<file path="src/rtl/shift_seq_ctrl.sv">
// Multi-cycle barrel-shift sequencer: computes an ARM-style register-shifted
// operand STEP bit positions per cycle, stalling the pipeline until done.
module shift_seq_ctrl #(
  parameter int STEP = 4
) (
  input  logic        clk,
  input  logic        rst,
  input  logic        start,
  input  logic [31:0] val_rm,
  input  logic [1:0]  shift_type,
  input  logic [7:0]  shift_amt,
  input  logic        carry_in,
  input  logic        flush,
  output logic        busy,
  output logic        stall,
  output logic        done,
  output logic [31:0] val2,
  output logic        carry_out
);

  typedef enum logic [1:0] {IDLE, SHIFT, DONE} state_t;

  localparam logic [1:0] LSL = 2'b00;
  localparam logic [1:0] LSR = 2'b01;
  localparam logic [1:0] ASR = 2'b10;
  localparam logic [1:0] ROR = 2'b11;
  localparam logic [5:0] STEP_W = 6'(STEP);

  state_t      state;
  logic [31:0] data;
  logic [1:0]  typ;
  logic [5:0]  rem;
  logic        over;

  logic [5:0]  eff;
  logic [5:0]  k;
  logic [4:0]  lo_idx;
  logic [4:0]  hi_idx;
  logic [31:0] sh_val;
  logic        sh_c;

  // NOTE: every signal assigned in always_comb gets a value on every path,
  // otherwise synthesis infers a latch to hold the old value.
  always_comb begin
    eff = 6'd0;
    if (shift_type == ROR) begin
      if (shift_amt == 8'd0)           eff = 6'd0;
      else if (shift_amt[4:0] == 5'd0) eff = 6'd32;
      else                             eff = {1'b0, shift_amt[4:0]};
    end else begin
      eff = (shift_amt > 8'd32) ? 6'd32 : shift_amt[5:0];
    end
  end

  // One step moves min(STEP, remaining) positions; carry is the last bit out.
  always_comb begin
    k      = (rem < STEP_W) ? rem : STEP_W;
    lo_idx = 5'(k - 6'd1);
    hi_idx = 5'(6'd32 - k);
    sh_val = data;
    sh_c   = 1'b0;
    case (typ)
      LSL: begin
        sh_val = data << k;
        sh_c   = data[hi_idx];
      end
      LSR: begin
        sh_val = data >> k;
        sh_c   = data[lo_idx];
      end
      ASR: begin
        sh_val = 32'($signed(data) >>> k);
        sh_c   = data[lo_idx];
      end
      default: begin
        sh_val = (data >> k) | (data << (6'd32 - k));
        sh_c   = data[lo_idx];
      end
    endcase
  end

  // NOTE: sequential state uses non-blocking assignments so every register
  // samples pre-edge values, independent of statement order.
  always_ff @(posedge clk) begin
    if (rst) begin
      state     <= IDLE;
      data      <= 32'd0;
      typ       <= LSL;
      rem       <= 6'd0;
      over      <= 1'b0;
      val2      <= 32'd0;
      carry_out <= 1'b0;
    end else if (flush) begin
      state <= IDLE;
      rem   <= 6'd0;
    end else begin
      case (state)
        IDLE: begin
          if (start) begin
            data <= val_rm;
            typ  <= shift_type;
            rem  <= eff;
            // Counts beyond 32 on logical shifts clear the carry as well.
            over <= (shift_type == LSL || shift_type == LSR) && (shift_amt > 8'd32);
            if (eff == 6'd0) begin
              state     <= DONE;
              val2      <= val_rm;
              carry_out <= carry_in;
            end else begin
              state <= SHIFT;
            end
          end
        end
        SHIFT: begin
          data <= sh_val;
          rem  <= rem - k;
          if (rem == k) begin
            state     <= DONE;
            val2      <= sh_val;
            carry_out <= over ? 1'b0 : sh_c;
          end
        end
        default: state <= IDLE;
      endcase
    end
  end

  assign busy  = (state != IDLE);
  assign done  = (state == DONE);
  assign stall = ((state == IDLE) && start && !flush) || (state == SHIFT);

endmodule
</file>
<file path="config.mk">
export PLATFORM = sky130hd
export DESIGN_NAME = shift_seq_ctrl
export DESIGN_NICKNAME = d
export VERILOG_FILES = /design/src/rtl/shift_seq_ctrl.sv
export SDC_FILE = /design/constraint.sdc
export NUM_CORES = 1
export LEC_CHECK = 0
export CORE_MARGIN = 1
export CORE_UTILIZATION = 30
export DETAILED_ROUTE_END_ITERATION = 10
export GPL_ROUTABILITY_DRIVEN = 0
export PLACE_DENSITY_LB_ADDON = 0.2
export REMOVE_ABC_BUFFERS = 1
export SLEW_MARGIN = 5
export SYNTH_ARGS = -nofsm -noshare
export SYNTH_HDL_FRONTEND = slang
export SYNTH_SLANG_ARGS = --single-unit
export TNS_END_PERCENT = 20
</file>
<file path="constraint.sdc">
create_clock -name clk -period 4.35 [get_ports clk]
set_input_delay 1.0875 -clock clk [delete_from_list [all_inputs] [get_ports clk]]
set_output_delay 1.0875 -clock clk [all_outputs]
set_load 0.005 [all_outputs]
</file>
==> results of run 1 <==
## cells in the mapped netlist (4+ instances only)
master / count / area share [%]
a211o_1: 6 / 0.78
a21oi_1: 84 / 6.3
a31o_2: 4 / 0.52
mux2_2: 5 / 0.84
a311oi_1: 15 / 2.0
dfxtp_1: 76 / 23
nor2b_1: 8 / 0.74
a221oi_1: 6 / 0.78
o211ai_1: 22 / 2.5
buf_1: 12 / 0.67
clkbuf_1: 60 / 3.3
o41ai_1: 4 / 0.52
a22oi_1: 6 / 0.67
and3_1: 16 / 1.5
or3_1: 9 / 0.84
buf_4: 4 / 0.45
nand3b_1: 19 / 2.1
nor3_1: 25 / 1.9
o21a_1: 4 / 0.45
nand2_1: 115 / 6.4
a311o_1: 6 / 0.89
o221ai_1: 4 / 0.52
or2_2: 5 / 0.47
nand3_1: 33 / 2.5
inv_1: 8 / 0.45
a2111oi_0: 4 / 0.52
a211oi_1: 31 / 3.5
o2111ai_1: 6 / 0.78
mux4_2: 19 / 6.4
mux2i_1: 28 / 4.2
nor3b_1: 21 / 2.3
o21ai_1: 10 / 0.74
a31oi_1: 10 / 0.93
nand4_1: 4 / 0.37
nor2_1: 78 / 4.4
o21ai_0: 41 / 3.1
o31ai_1: 9 / 1.0
and2_1: 5 / 0.47
nand2b_1: 5 / 0.47
buf_2: 19 / 1.4
a21o_1: 14 / 1.6
## metrics by stage
step	worst slack, ps	hold slack, ps	total power, W
after floorplan	-400	442	0.00110
after global placement	652	443	0.00135
after detailed placement	607	447	0.00134
after CTS	649	455	0.00209
after global routing	576	476	0.00217
final	658	452	0.00208
## kinds of logic (layout without fill, tap and decap cells)
logic type / Yosys count / after routing / share of synthesized area [%]
mux: 55 / 55 / 12.4
xor+xnor: 1 / 1 / 0.130
compound gates: 314 / 314 / 31.9
buf+inv: 107 / 137 / 6.81
simple gates: 351 / 351 / 25.7
other cells: 1 / 1 / 0.0558
flops: 76 / 76 / 22.6
fa+ha+maj: 2 / 2 / 0.372
## worst max-delay path, delay by kind of cell
family | cells | cell delay [ps]
buffers and inverters | 2 | 960
AND/OR/NAND/NOR | 3 | 560
## state kept, by name (all words and copies together) (netlist names)
signal and flops:
state 2, val2 32, data 32, rem 6, carry_out 1, over 1
typ 2
## metal layers
metal | vias to the layer above | track usage, % | wire [um]
met4 | 0 | 8.27 | 657
met1 | 3604 | 32.4 | 11700
met2 | 352 | 37.8 | 12600
met3 | 52 | 4.04 | 2150
li1 | 3461 | - | -
met5 | - | 0 | 0
## placed cells by master (no fill, tap or decap), types with 7 or more instances in the layout
cell	synthesis	layout
and3_1	16	16
mux2i_1	28	28
o211ai_1	22	22
nor3b_1	21	21
o21ai_0	41	41
nand2_1	115	115
nor2b_1	8	7
buf_4	4	29
or3_1	9	9
nand3b_1	19	19
dfxtp_1	76	75
a31oi_1	10	10
a211oi_1	31	31
a311oi_1	15	15
a21o_1	14	14
o31ai_1	9	8
nor3_1	25	24
inv_1	8	8
mux4_2	19	19
clkdlybuf4s50_1	0	81
clkbuf_16	0	9
o21ai_1	10	10
nand3_1	33	33
nor2_1	78	76
a21oi_1	84	84
## worst max path at each step
stage	depth (start not counted)	end	startpoint
2_1_floorplan	8	val2[15]	rem[1]
3_3_place_gp	5	stall	start
3_5_place_dp	8	carry_out	shift_amt[0]
4_1_cts	5	stall	start
5_1_grt	5	stall	start
6_report	5	stall	start
## where the power goes
part           switching (W)  internal [W]  total (W)
registers          0.0000671      0.000726   0.000793
clock network       0.000302      0.000433   0.000735
logic               0.000327      0.000222   0.000549
total               0.000696       0.00138    0.00208
## cell type report
class,instances,share of cell area [%]
inverter,10,0.499
multi-input combinational,724,59.7
clock inverter,1,0.0624
clock buffer,15,3.46
timing repair buffer,111,12.9
tap,280,4.37
sequential,76,19.0
==> summary.txt, run 1 <==
Run status
  • Status: finished, final reports clean

Routing
  • First-pass DRT Iterations: 5
  • ANT nets after route: 0
  • Drt wl/cell: 22.3 um
  • Routed WL: 27,100 um
  • Drt drc: 0
  • Vias: 7,469
  • Via-to-Cell Ratio: 6.14
  • Iteration-0 DRC count of the detailed router: 781

Timing
  • TNS Setup: 0 ps
  • Fmax: 0.271 GHz
  • Slew @ Worst Pin: 1130 ps
  • Hold Fails Final Rpt: 0
  • Clock Skew: 4.89 ps
  • Unrepaired setup endpoints after global routing: no
  • Fin crit share: 84.9%
  • Max-slew violation count: 0
  • Minimum clock period: 3690 ps
  • Relative slew slack: 24.6%
  • Final setup fails: 0

Clock network
  • Clk_lat worst skew: 350 ps
  • Post-CTS Resized: 0
  • CTS Buf Count: 9
  • CTS max path bufs: 2
  • H-tree depth: 3
  • Clock transition at the registers of the reported paths: 60 ps
  • Root Driver: clkbuf_16
  • Setup bufs post-CTS: 0
  • CTS tree: built
  • Clock Sink Count: 76
  • CTS Hold Bufs: 0

Worst setup path
  • Reg-to-Reg End: data[29]
  • CP Class: input port to output pin
  • Startpoint types: input port
  • Max incr delay on CP: 490 ps
  • CP max FO: 6
  • Worst reg2reg path depth: 9
  • Crit path capture type: output pin
  • Critical-path cell list: clkdlybuf4s50_1 > nand2_1 > or2_2 > nand2_1 > clkdlybuf4s50_1
  • Slowest cell on the critical path: clkdlybuf4s50_1
  • RR Startpoint: rem[2]
  • CP arrival: 2600 ps
  • R2R Setup Slk: 780 ps
  • Worst EP required: 3260 ps

Finish
  • Fin area: 0.00802 mm^2
  • Area taken by multi-input logic gates: 0.00479 mm^2
  • Final nets: 981
  • Share of layout cells above drive strength 1: 10.6%
  • Sequential Area: 0.00152 mm^2
  • Fillcell total: 2,414
  • Post-Layout Cell Count: 1,217
  • Util after Layout: 36.6%
  • Diode count: 0
  • Layout area overhead: 19.2%

Hold path
  • Hold worst-path end: val2[23]
  • WHS Path Cells: 2
  • HP Start: val2[23]
  • Min-Delay Path Class: flop to flop

Pwr
  • Leakage Power: 2.71 nW
  • Pwr dens: 259 mW/mm^2
  • Worst VDD drop: 179 uV

Synthesis
  • Cell area after synthesis: 0.00672 mm^2
  • Gate Count Post-Synth: 907
  • Share of flip-flops with an asynchronous set or reset: 0%
  • Post-synthesis sequential area ratio: 22.6%
  • Syn. warnings: 0
  • Netlist cell types: 73
  • Avg Synthesized Cell Area: 7.41 um^2
  • Yosys reg bits: 76
  • Commonest register cell after synthesis: dfxtp_1
  • Post-synth EDFFs: 0

Place
  • Port bufs: 82
  • Dpl cells: 1,201
  • HPWL after DPL: 18,600 um
  • Placed cell areas: 0.00773 mm^2

Flow run
  • Max Cap Violations: 0

Global route
  • GRT Util Overall: 23.8%
  • Number of global-route vias before repair: 6,918
  • Grt ovf: 0
  • First-pass GRT wire length: 41,600 um
  • Initial antenna violation count: 0
  • Largest net degree at the start of global routing: 57

Floorplanning
  • Die area: 0.0230 mm^2
  • Die H: 152 um
  • Initial core utilization: 30.7%
  • Die Width: 152 um
  • Core area: 0.0219 mm^2
  • Num ports: 83
  • FP Rows: 54
Power figures use the tool's default switching activity.
==> run 2, diff against run 1 <==
- clock period: 4.35 -> 3.2 ns (I/O delays scaled with it)
==> run 2 against run 1 <==
  * Final cell count increased by 3.5%
  * First-iteration DRC count increased by 3.1%
  * Non-clock buffer count increased by 42
  * Via count increased by 2.4%
  * Clock power increased by 65%
  * Routed wire length increased by 1.7%
  * Combinational power increased by 48%
  * Setup slack got worse by 510 ps
  * Global-route usage increased by 0.67 points
  * Sequential share of layout area decreased by 1.0 points
  * Register-to-register slack got worse by 630 ps
  * Largest cell class unchanged
  * Largest power group is now clock
  * Highest routed layer unchanged
==> summary.txt, run 2 (synthesis results as in run 1) <==
Worst setup path
  • Worst setup startpoint: rem[2]
  • Max incr delay on CP: 550 ps
  • Worst EP required: 3440 ps
  • CP bufs+invs: 2
  • RR Startpoint: rem[2]
  • CP arrival: 3290 ps
  • CP max FO: 8
  • Critical-path cell list: or4_1 > nor2_2 > inv_1 > ha_2 > buf_4 > a21oi_1 > a22oi_1 > mux4_2 > a2111oi_4 > o31ai_1
  • Top delay family on crit path: compound AO/OA/AOI/OAI gates
  • Crit path capture type: flop
  • Startpoint types: flop
  • CP Class: flop to flop
  • Slowest cell on the critical path: or4_1

Global route
  • Number of global-route vias before repair: 7,292
  • Grt met2 use: 38.2%
  • Grt ovf: 0
  • M3 GR Usage: 4.76%
  • Met1 Track Usage GR: 32.6%
  • Largest net degree at the start of global routing: 47
  • Initial antenna violation count: 0
  • GRT Util Overall: 24.5%
  • First-pass GRT wire length: 42,600 um
  • Grt peak-use layer: met2

Hold path
  • Min-Delay Path Class: flop to flop
  • HP Start: val2[23]

Timing
  • Hold Fails Final Rpt: 0
  • Relative slew slack: 24.7%
  • Unrepaired setup endpoints after global routing: no
  • Fin crit share: 95.3%
  • Minimum clock period: 3050 ps
  • Fmax: 0.328 GHz
  • Clock Skew: 10.8 ps
  • Slew @ Worst Pin: 1130 ps
  • Max-slew violation count: 0
  • Final setup fails: 0
  • TNS Setup: 0 ps

Clock network
  • H-tree depth: 3
  • Clock Sink Count: 76
  • CTS tree: built
  • CTS Buf Count: 9
  • Root Driver: clkbuf_16
  • CTS max path bufs: 2
  • Setup bufs post-CTS: 0
  • Post-CTS Resized: 0
  • Clk_lat worst skew: 360 ps
  • Clock transition at the registers of the reported paths: 70 ps
  • CTS Hold Bufs: 0

Routing
  • Via-to-Cell Ratio: 6.07
  • ANT nets after route: 0
  • Drt wl/cell: 21.9 um
  • Routed WL: 27,600 um
  • Vias: 7,648
  • First-pass DRT Iterations: 6
  • Drt drc: 0
  • Iteration-0 DRC count of the detailed router: 805

Finish
  • Regs by FF count: data (32), val2 (32), rem (6)
  • Commonest non-fill, non-tap cell in the layout: nand2_1
  • Share of layout cells above drive strength 1: 14.8%
  • Commonest cells after routing, fill and taps aside: 115 x nand2_1, 84 x a21oi_1, 81 x clkdlybuf4s50_1
  • Fin area: 0.00847 mm^2
  • Diode count: 0
  • Layout area overhead: 26.0%
  • Final nets: 1,023
  • Sequential Area: 0.00152 mm^2
  • Fillcell total: 2,338
  • Area taken by multi-input logic gates: 0.00480 mm^2

Floorplanning
  • Initial core utilization: 30.7%
  • Die Width: 152 um
  • Die area: 0.0230 mm^2
  • Die H: 152 um
  • Num ports: 83
  • FP Rows: 54
  • Core area: 0.0219 mm^2

Pwr
  • Pwr dens: 363 mW/mm^2
  • Sw Ratio: 32.2%
  • Leakage Power: 2.97 nW
  • P_int: 0.00209 W
  • Part of the power in combinational logic: 26.3%
  • Total Power: 0.00308 W
  • Worst VDD drop: 233 uV
  • Sw power: 0.000993 W
  • Clock power frac: 39.1%
  • Flop pwr share: 34.6%

Place
  • Port bufs: 82
  • Placed cell areas: 0.00811 mm^2
  • HPWL after DPL: 20,000 um

Run status
  • Status: finished, final reports clean

Flow run
  • Max Cap Violations: 0
## run 2: changes by cell type in the layout (fill, tap and decap cells not counted), moves of 2 or more
cell	previous run	this run
bufinv_16	0	3
buf_12	0	5
clkbuf_1	3	0
clkinvlp_4	0	2
clkbuf_8	3	0
buf_4	29	65
## run 2: final timing paths
check | end | slack (ps) | cells past startpoint
max | val2[15] | 150 | 10
min | val2[23] | 450 | 2
max reg2reg | val2[15] | 150 | 10
min reg2reg | val2[23] | 450 | 2
## run 2: power by group through the flow
| stage | sequential, W | clock, W | combinational [W] |
|---|---|---|---|
| after floorplan | 0.00106 | 0 | 0.000439 |
| after global placement | 0.00108 | 0 | 0.000794 |
| after detailed placement | 0.00108 | 0 | 0.000792 |
| after CTS | 0.00106 | 0.00124 | 0.000796 |
| after global routing | 0.00107 | 0.00126 | 0.000873 |
| final | 0.00106 | 0.00121 | 0.000810 |
## run 2: layer usage
layer | wire (um) | part of all wire, %
met1 | 11800 | 43
met2 | 12600 | 46
met3 | 2280 | 8.3
met4 | 820 | 3.0
met5 | 0 | 0
## run 2: tightest hold or removal path, delay by kind of cell, from the launching register on
family | cells | cell delay (ps)
simple gates | 1 | 50
compound gates | 1 | 50
flops | 1 | 310
## run 2: stage by stage
step	util, %	setup slack (ps)	std cells	hold slack [ps]
floorplan	-	-1550	810	442
detailed placement	37.0	47.4	1243	450
CTS	38.6	44.0	1259	459
finish	38.7	150	1259	453
global placement	37.0	111	1243	443
global route	38.7	2.11	1259	481
## run 2: cell type report
cell class              count  share of cell area, %
clock buffers               9                   2.66
clock inverters             7                   1.36
inverters                  10                  0.473
multi-input cells         724                   56.7
flip-flops and latches     76                   18.0
well taps                 280                   4.13
repair buffers            153                   16.7
